`src/rtl/ring_stop.sv`:
```
`default_nettype none
// ----------------------------------------------------------------------------
// ring_stop : one stop of the force-writeback ring (forward / eject / inject)
// Revision  : 1.0
// ----------------------------------------------------------------------------
module ring_stop #(
  parameter int NUM_CELLS         = 64,
  parameter int DATA_WIDTH        = 32,
  parameter int PARTICLE_ID_WIDTH = 7,
  parameter int NODE_ID_WIDTH     = $clog2(NUM_CELLS),
  parameter int NODE_ID           = 0,
  parameter int INJ_DEPTH         = 4,
  parameter int STARVE_LIMIT      = 64,
  parameter int FORCE_DATA_WIDTH  = 3*DATA_WIDTH+PARTICLE_ID_WIDTH,
  parameter int PACKET_WIDTH      = FORCE_DATA_WIDTH+NODE_ID_WIDTH
) (
  input  logic                        clk,
  input  logic                        rst,
  input  logic                        ring_in_valid,
  input  logic [PACKET_WIDTH-1:0]     ring_in_pkt,
  output logic                        ring_out_valid,
  output logic [PACKET_WIDTH-1:0]     ring_out_pkt,
  input  logic                        inj_valid,
  input  logic [PACKET_WIDTH-1:0]     inj_pkt,
  output logic                        inj_ready,
  output logic                        ej_valid,
  output logic [FORCE_DATA_WIDTH-1:0] ej_data,
  output logic                        inj_empty,
  output logic                        starve
);

  localparam int ADDR_W = $clog2(INJ_DEPTH);
  localparam int PTR_W  = ADDR_W + 1;
  localparam int CNT_W  = $clog2(STARVE_LIMIT + 1);
  localparam logic [NODE_ID_WIDTH-1:0] SELF_ID    = NODE_ID_WIDTH'(NODE_ID);
  localparam logic [CNT_W-1:0]         STARVE_MAX = CNT_W'(STARVE_LIMIT);

  logic [PACKET_WIDTH-1:0] r_mem [INJ_DEPTH];
  logic [PTR_W-1:0]        r_wr_ptr;
  logic [PTR_W-1:0]        r_rd_ptr;
  logic [CNT_W-1:0]        r_starve_cnt;

  logic                    w_empty;
  logic                    w_full;
  logic [PACKET_WIDTH-1:0] w_head;
  logic                    w_head_self;
  logic                    w_in_self;
  logic                    w_forward;
  logic                    w_eject_in;
  logic                    w_inject;
  logic                    w_self_eject;
  logic                    w_pop;
  logic                    w_push;

  assign w_empty = (r_wr_ptr == r_rd_ptr);
  assign w_full  = (r_wr_ptr[ADDR_W-1:0] == r_rd_ptr[ADDR_W-1:0]) &&
                   (r_wr_ptr[PTR_W-1] != r_rd_ptr[PTR_W-1]);
  assign w_head  = r_mem[r_rd_ptr[ADDR_W-1:0]];

  assign w_head_self = (w_head[PACKET_WIDTH-1 -: NODE_ID_WIDTH] == SELF_ID);
  assign w_in_self   = (ring_in_pkt[PACKET_WIDTH-1 -: NODE_ID_WIDTH] == SELF_ID);

  // Ring traffic wins; the head only goes out when the output slot is free.
  assign w_forward    = ring_in_valid && !w_in_self;
  assign w_eject_in   = ring_in_valid && w_in_self;
  assign w_inject     = !w_empty && !w_head_self && !w_forward;
  assign w_self_eject = !w_empty && w_head_self && !ring_in_valid;
  assign w_pop        = w_inject || w_self_eject;

  // Readiness ignores a same-cycle pop so the accept path stays short.
  assign inj_ready = !rst && !w_full;
  assign w_push    = inj_valid && inj_ready;
  assign inj_empty = w_empty;
  assign starve    = (r_starve_cnt == STARVE_MAX);

  always_ff @(posedge clk) begin
    if (w_push) begin
      r_mem[r_wr_ptr[ADDR_W-1:0]] <= inj_pkt;
    end
  end

  always_ff @(posedge clk) begin
    if (rst) begin
      r_wr_ptr <= '0;
      r_rd_ptr <= '0;
    end else begin
      if (w_push) r_wr_ptr <= r_wr_ptr + PTR_W'(1);
      if (w_pop)  r_rd_ptr <= r_rd_ptr + PTR_W'(1);
    end
  end

  always_ff @(posedge clk) begin
    if (rst) begin
      r_starve_cnt <= '0;
    end else if (w_pop || w_empty) begin
      r_starve_cnt <= '0;
    end else if (r_starve_cnt != STARVE_MAX) begin
      r_starve_cnt <= r_starve_cnt + CNT_W'(1);
    end
  end

  always_ff @(posedge clk) begin
    if (rst) begin
      ring_out_valid <= 1'b0;
      ring_out_pkt   <= '0;
      ej_valid       <= 1'b0;
      ej_data        <= '0;
    end else begin
      ring_out_valid <= w_forward || w_inject;
      ej_valid       <= w_eject_in || w_self_eject;
      if (w_forward) begin
        ring_out_pkt <= ring_in_pkt;
      end else if (w_inject) begin
        ring_out_pkt <= w_head;
      end
      if (w_eject_in) begin
        ej_data <= ring_in_pkt[FORCE_DATA_WIDTH-1:0];
      end else if (w_self_eject) begin
        ej_data <= w_head[FORCE_DATA_WIDTH-1:0];
      end
    end
  end

endmodule
`default_nettype wire

```
`config.mk`:
```
export PLATFORM = sky130hd
export DESIGN_NAME = ring_stop
export DESIGN_NICKNAME = d
export VERILOG_FILES = /design/src/rtl/ring_stop.sv
export SDC_FILE = /design/constraint.sdc
export NUM_CORES = 1
export LEC_CHECK = 0
export BUFFER_PORTS_ARGS = -buffer_cell sky130_fd_sc_hd__buf_2
export CORE_MARGIN = 5
export CORE_UTILIZATION = 40
export DETAILED_ROUTE_END_ITERATION = 10
export SYNTH_ARGS = -nofsm -noshare
export SYNTH_HDL_FRONTEND = slang
export SYNTH_SLANG_ARGS = --single-unit
```
`constraint.sdc`:
```
create_clock -name clk -period 19.21 [get_ports clk]
set_input_delay 1.921 -clock clk [delete_from_list [all_inputs] [get_ports clk]]
set_output_delay 1.921 -clock clk [all_outputs]
set_load 0.005 [all_outputs]
```
# --- Word-level counts from Yosys, hierarchy flattened ---
# Memory sizes are Yosys's and may differ from the RTL's. A register that Yosys moved wholly into a read port is not among the register bits.
# Index checks and enable logic that the tools add are counted.
word_totals:
  ff_bits: 227
  output_inout_bits: 217
  wordCells: 49
  ramBits: 436
  memories: 1
mem_list:
  columns: ["name", "words", "word_bits", "rd", "rd_clocked_by_memory_dff", "write_ports", "line_no", "source"]
  rows:
  - ["r_mem", 4, 109, 1, 1, 1, "38", "logic [PACKET_WIDTH-1:0] r_mem [INJ_DEPTH];"]
classes:
  n_addsub: 3
  n_eq_ne: 5
  n_reduce_logical: 25
  muxes: 8
op_table:
  columns: ["cell", "count"]
  rows:
  - ["2-to-1 mux 109 bit", 2]
  - ["2-to-1 mux 103 bit", 2]
  - ["zero test 6 bit", 2]
  - ["logical AND 1 bit", 9]
  - ["adder 7 x 1 -> 7 bit (second input constant)", 1]
  - ["equality test 7 bit (second input constant)", 1]
  - ["zero test 1 bit", 7]
  - ["inequality test 7 bit (second input constant)", 1]
  - ["adder 3 x 1 -> 3 bit (second input constant)", 2]
  - ["logical OR 1 bit", 4]
  - ["2-to-1 mux 2 bit", 2]
  - ["nonzero test 2 bit", 2]
  - ["equality test 3 bit", 1]
  - ["equality test 2 bit", 1]
  - ["2-to-1 mux 1 bit", 2]
  - ["OR reduction 2 bit", 1]
  - ["inequality test 1 bit", 1]

# --- Depth between registers and ports, before layout ---
depth:
  ltp_word: 8
  mapped_depth: 8

# --- Least setup slack after synthesis ---
# No wires, ideal clock.
synth_timing:
  kind: "in2reg"
  startpoint: "input port rst"
  endpoint: "memory r_mem[3][0] in the netlist's numbering, enable pin"
  t_arrival_ns: 7.000
  setup_slack_ns: 11.631
  stages: 4
  required_time_ns: 18.631
  path_cell_list: "clkbuf_1 > clkinv_1 > o311ai_0 > nor2_1"
synth_via:
  elab_chain_cells: 5
synth_rtl:
  columns: ["element", "line_no", "source"]
  rows:
  - ["from (decl)", "18", "input logic rst,"]
  - ["zero test 1 bit", "71", "assign inj_ready = !rst && !w_full;"]
  - ["logical AND 1 bit", "71", null]
  - ["logical AND 1 bit", "72", "assign w_push = inj_valid && inj_ready;"]
  - ["2-to-1 mux 1 bit", "77", "if (w_push) begin"]
  - ["2-to-1 mux 1 bit (not written as such)", "78", "r_mem[r_wr_ptr[ADDR_W-1:0]] <= inj_pkt;"]
  - ["to (decl)", "38", null]
# Every way passes these cells.

# --- Worst setup path in the final report ---
layout_timing:
  startpoint: "input port rst"
  endpoint: "memory r_mem[3][87] in the netlist's numbering, enable pin"
# The elaborated chain is that of the path after synthesis.

==> results.md <==
- Outcome: complete, no violations
- Vias per inst: 6.04
- Largest net degree at the start of global routing: 200
- Worst Setup SP: rst
- Max_cap viols: 0
- GRT Total Usage: 22.3%
- Slowest cell on the critical path: buf_4
- Worst hold start: ej_data[64]
- Clk pin slew, worst setup/hold paths: 0.05 ns
- Setup bufs post-CTS: 0
- Global-route wire length before repair: 135000 µm
- # setup viols final: 0
- Die area: 78200 µm²
- Critical path launch point type: input port
- Data required, critical path: 19.44 ns
- Chip Width: 280 µm
- Final TNS setup: 0 ns
- Final Net Count: 2803
- Ys Warns: 0
- Ratio of cells with drive above 1 in the final layout: 26.8%
- Final period utilization: 31.1%
- Delay-heaviest family, CP: buffers and inverters
- Antenna Nets Post-Route: 0
- P_leak: 0.0124 µW
- Fill cells: 6429
- CTS tree: done
- CP max FO: 199
- Highest Clock Rate: 0.167 GHz
- Drt wl/cell: 25.2 µm
- Worst slew margin: 14.8%
- Post-synth EDFFs: 436
- Antenna violations before repair: 41
- Yosys top cell by area: edfxtp_1
- Syn Nets: 2516
- Initial Utilization: 40.5%
- Yosys cell types: 47
- Least-Margin Pin Slew: 1.28 ns
- DRC Markers: 0
- Hold_buf cts: 0
- Synth Flop Type: edfxtp_1
- Clock Skew: 0.0227 ns
- # rows: 98
- Post-Place Worst Slack: 12.44 ns
- Cell mode on critical path: buf_4
- I/O pins: 439
- GR Overflow Total: 0
- DIE HEIGHT: 280 µm
- CP arrival: 6.21 ns
- Most common cell in the netlist: edfxtp_1
- Register area share after synthesis: 60.8%
- Critical path type: in2reg
- Placer Congestion: 0.821
- Peak VDD IR: 0.0617 mV
- Synth top cells by count: 436 x edfxtp_1, 313 x nor4_1, 229 x dfxtp_1
- Worst path bufs/invs: 4
- Final Total Pwr: 3690 µW
- Post-synth ARST share: 0%
- Num CTS Buffers: 75
- Max stage delay on crit path: 0.95 ns
- Syn Area/Cell: 12.7 µm²
- Clk sinks: 665
- Root Buffer: clkbuf_16
- Share of the synthesized area in the top cell type: 45.0%
- Port bufs: 438
- RSZ-0062 raised after global routing: false
- Final WL: 91400 µm
- Htree depth: 3
- Crit. End Element: flip-flop
- Area grow syn2layout: 17.7%
- Clk Latency, worst-skew pair: 0.61 ns
- Synthesized netlist cell count: 2287
- Yosys reg bits: 665
- Fin crit period: 5.98 ns
- Final Hold Viols: 0
- Hold Crit Class: reg2reg
- DR vias: 21840
- Post-CTS Resized: 0
- CTS Buffer Depth: 3
- Post-route setup slack: 13.23 ns
- DRT Pass-1 Iters: 5
- Vias in the first global route: 21524
- Synth area leaders: edfxtp_1 45%, dfxtp_1 16%, mux4_2 8.4%
- Cell area after synthesis: 29100 µm²
- Final max-slew violation count: 0
- Placeable core region: 71900 µm²
- Power density over cell area: 108 nW/µm²
- Crit path cell chain: buf_2 -> inv_8 -> buf_4 -> o311ai_0 -> nor2_4 -> buf_4
- Detailed placement HPWL: 54000 µm
- Initial DRC Count: 1841
## final cells by class
class / instances / area, µm² / share of cell area [%]
Sequential cell: 665 / 17700 / 51.7
Multi-Input combinational cell: 1250 / 10000 / 29.3
Timing Repair Buffer: 469 / 2420 / 7.08
Clock buffer: 103 / 2100 / 6.12
Tap cell: 950 / 1190 / 3.47
Inverter: 113 / 439 / 1.28
Clock inverter: 35 / 287 / 0.837
Antenna cell: 33 / 82.6 / 0.241
## flip-flops by register name, indices dropped and copies added (netlist names), named ones only
register	flops
ej_valid	1
r_wr_ptr	3
ring_out_valid	1
r_starve_cnt	7
ring_out_pkt	109
r_mem	436
ej_data	103
r_rd_ptr	3
## worst reg2reg max path, delay by kind of cell, from the launching register on
family / cells / cell delay (ns)
buf+inv: 3 / 2.26
simple gates: 2 / 1.25
flops: 1 / 0.66
mux: 1 / 0.63
compound gates: 1 / 0.54
## path summary, 6_finish.rpt
| path | to | slack [ns] | depth (start not counted) |
|---|---|---|---|
| worst max-delay path | r_mem[3][87] | 13.23 | 6 |
| worst min-delay path | ej_data[64] | 0.46 | 2 |
| worst max register to register | r_starve_cnt[4] | 13.76 | 7 |
| worst min register to register | ej_data[64] | 0.46 | 2 |
## cells in the final DEF (no fill, tap or decap), types with 5 or more instances in the layout
cell / count
a2111oi_0: 108
a211oi_1: 7
a31oi_1: 5
buf_2: 438
buf_4: 31
clkbuf_1: 20
clkbuf_16: 78
clkbuf_8: 5
clkinv_1: 12
clkinv_2: 11
dfxtp_1: 227
diode_2: 33
edfxtp_1: 436
ha_1: 7
inv_1: 110
inv_6: 5
mux2i_1: 104
mux4_2: 109
nand2_1: 109
nand3_1: 5
nor2_1: 9
nor3_1: 110
nor4_1: 313
o21ai_0: 209
o31a_1: 103
xnor2_1: 7
xor2_1: 5
## per-layer routing
metal | up-vias | share of wire (%) | wire length, µm | global-route usage, %
met5 | - | 0.16 | 148 | 0
met4 | 22 | 2.9 | 2670 | 8.31
met3 | 174 | 8.5 | 7740 | 5.63
met2 | 1031 | 48 | 43600 | 36.3
met1 | 10897 | 41 | 37200 | 29.2
li1 | 9716 | - | - | -
## per-stage QoR
| step | area, µm² | hold WS (ns) | instances | util (%) |
|---|---|---|---|---|
| floorplan | 29100 | 0.455 | 2287 | - |
| global placement | 31800 | 0.446 | 3447 | 44.2 |
| detailed placement | 31800 | 0.451 | 3447 | 44.2 |
| CTS | 34200 | 0.461 | 3585 | 47.5 |
| global route | 34200 | 0.479 | 3606 | 47.6 |
| finish | 34200 | 0.458 | 3618 | 47.6 |
## cells by family after synthesis
family,Yosys count,share of synthesized area (%)
XOR/XNOR,12,0.361
AO/OA/AOI/OAI,449,10.7
AND/OR/NAND/NOR,566,10.7
multiplexers,216,12.1
adder cells (fa/ha/maj),7,0.301
flip-flops,665,60.8
buffers and inverters,372,5.05
## power breakdown
group	leakage, µW	internal [µW]	switching, µW
Clock	0.00117	809	581
Combinational	0.00535	238	413
Sequential	0.00584	1600	56.5
No activity file was read; power rests on OpenSTA's default activity.
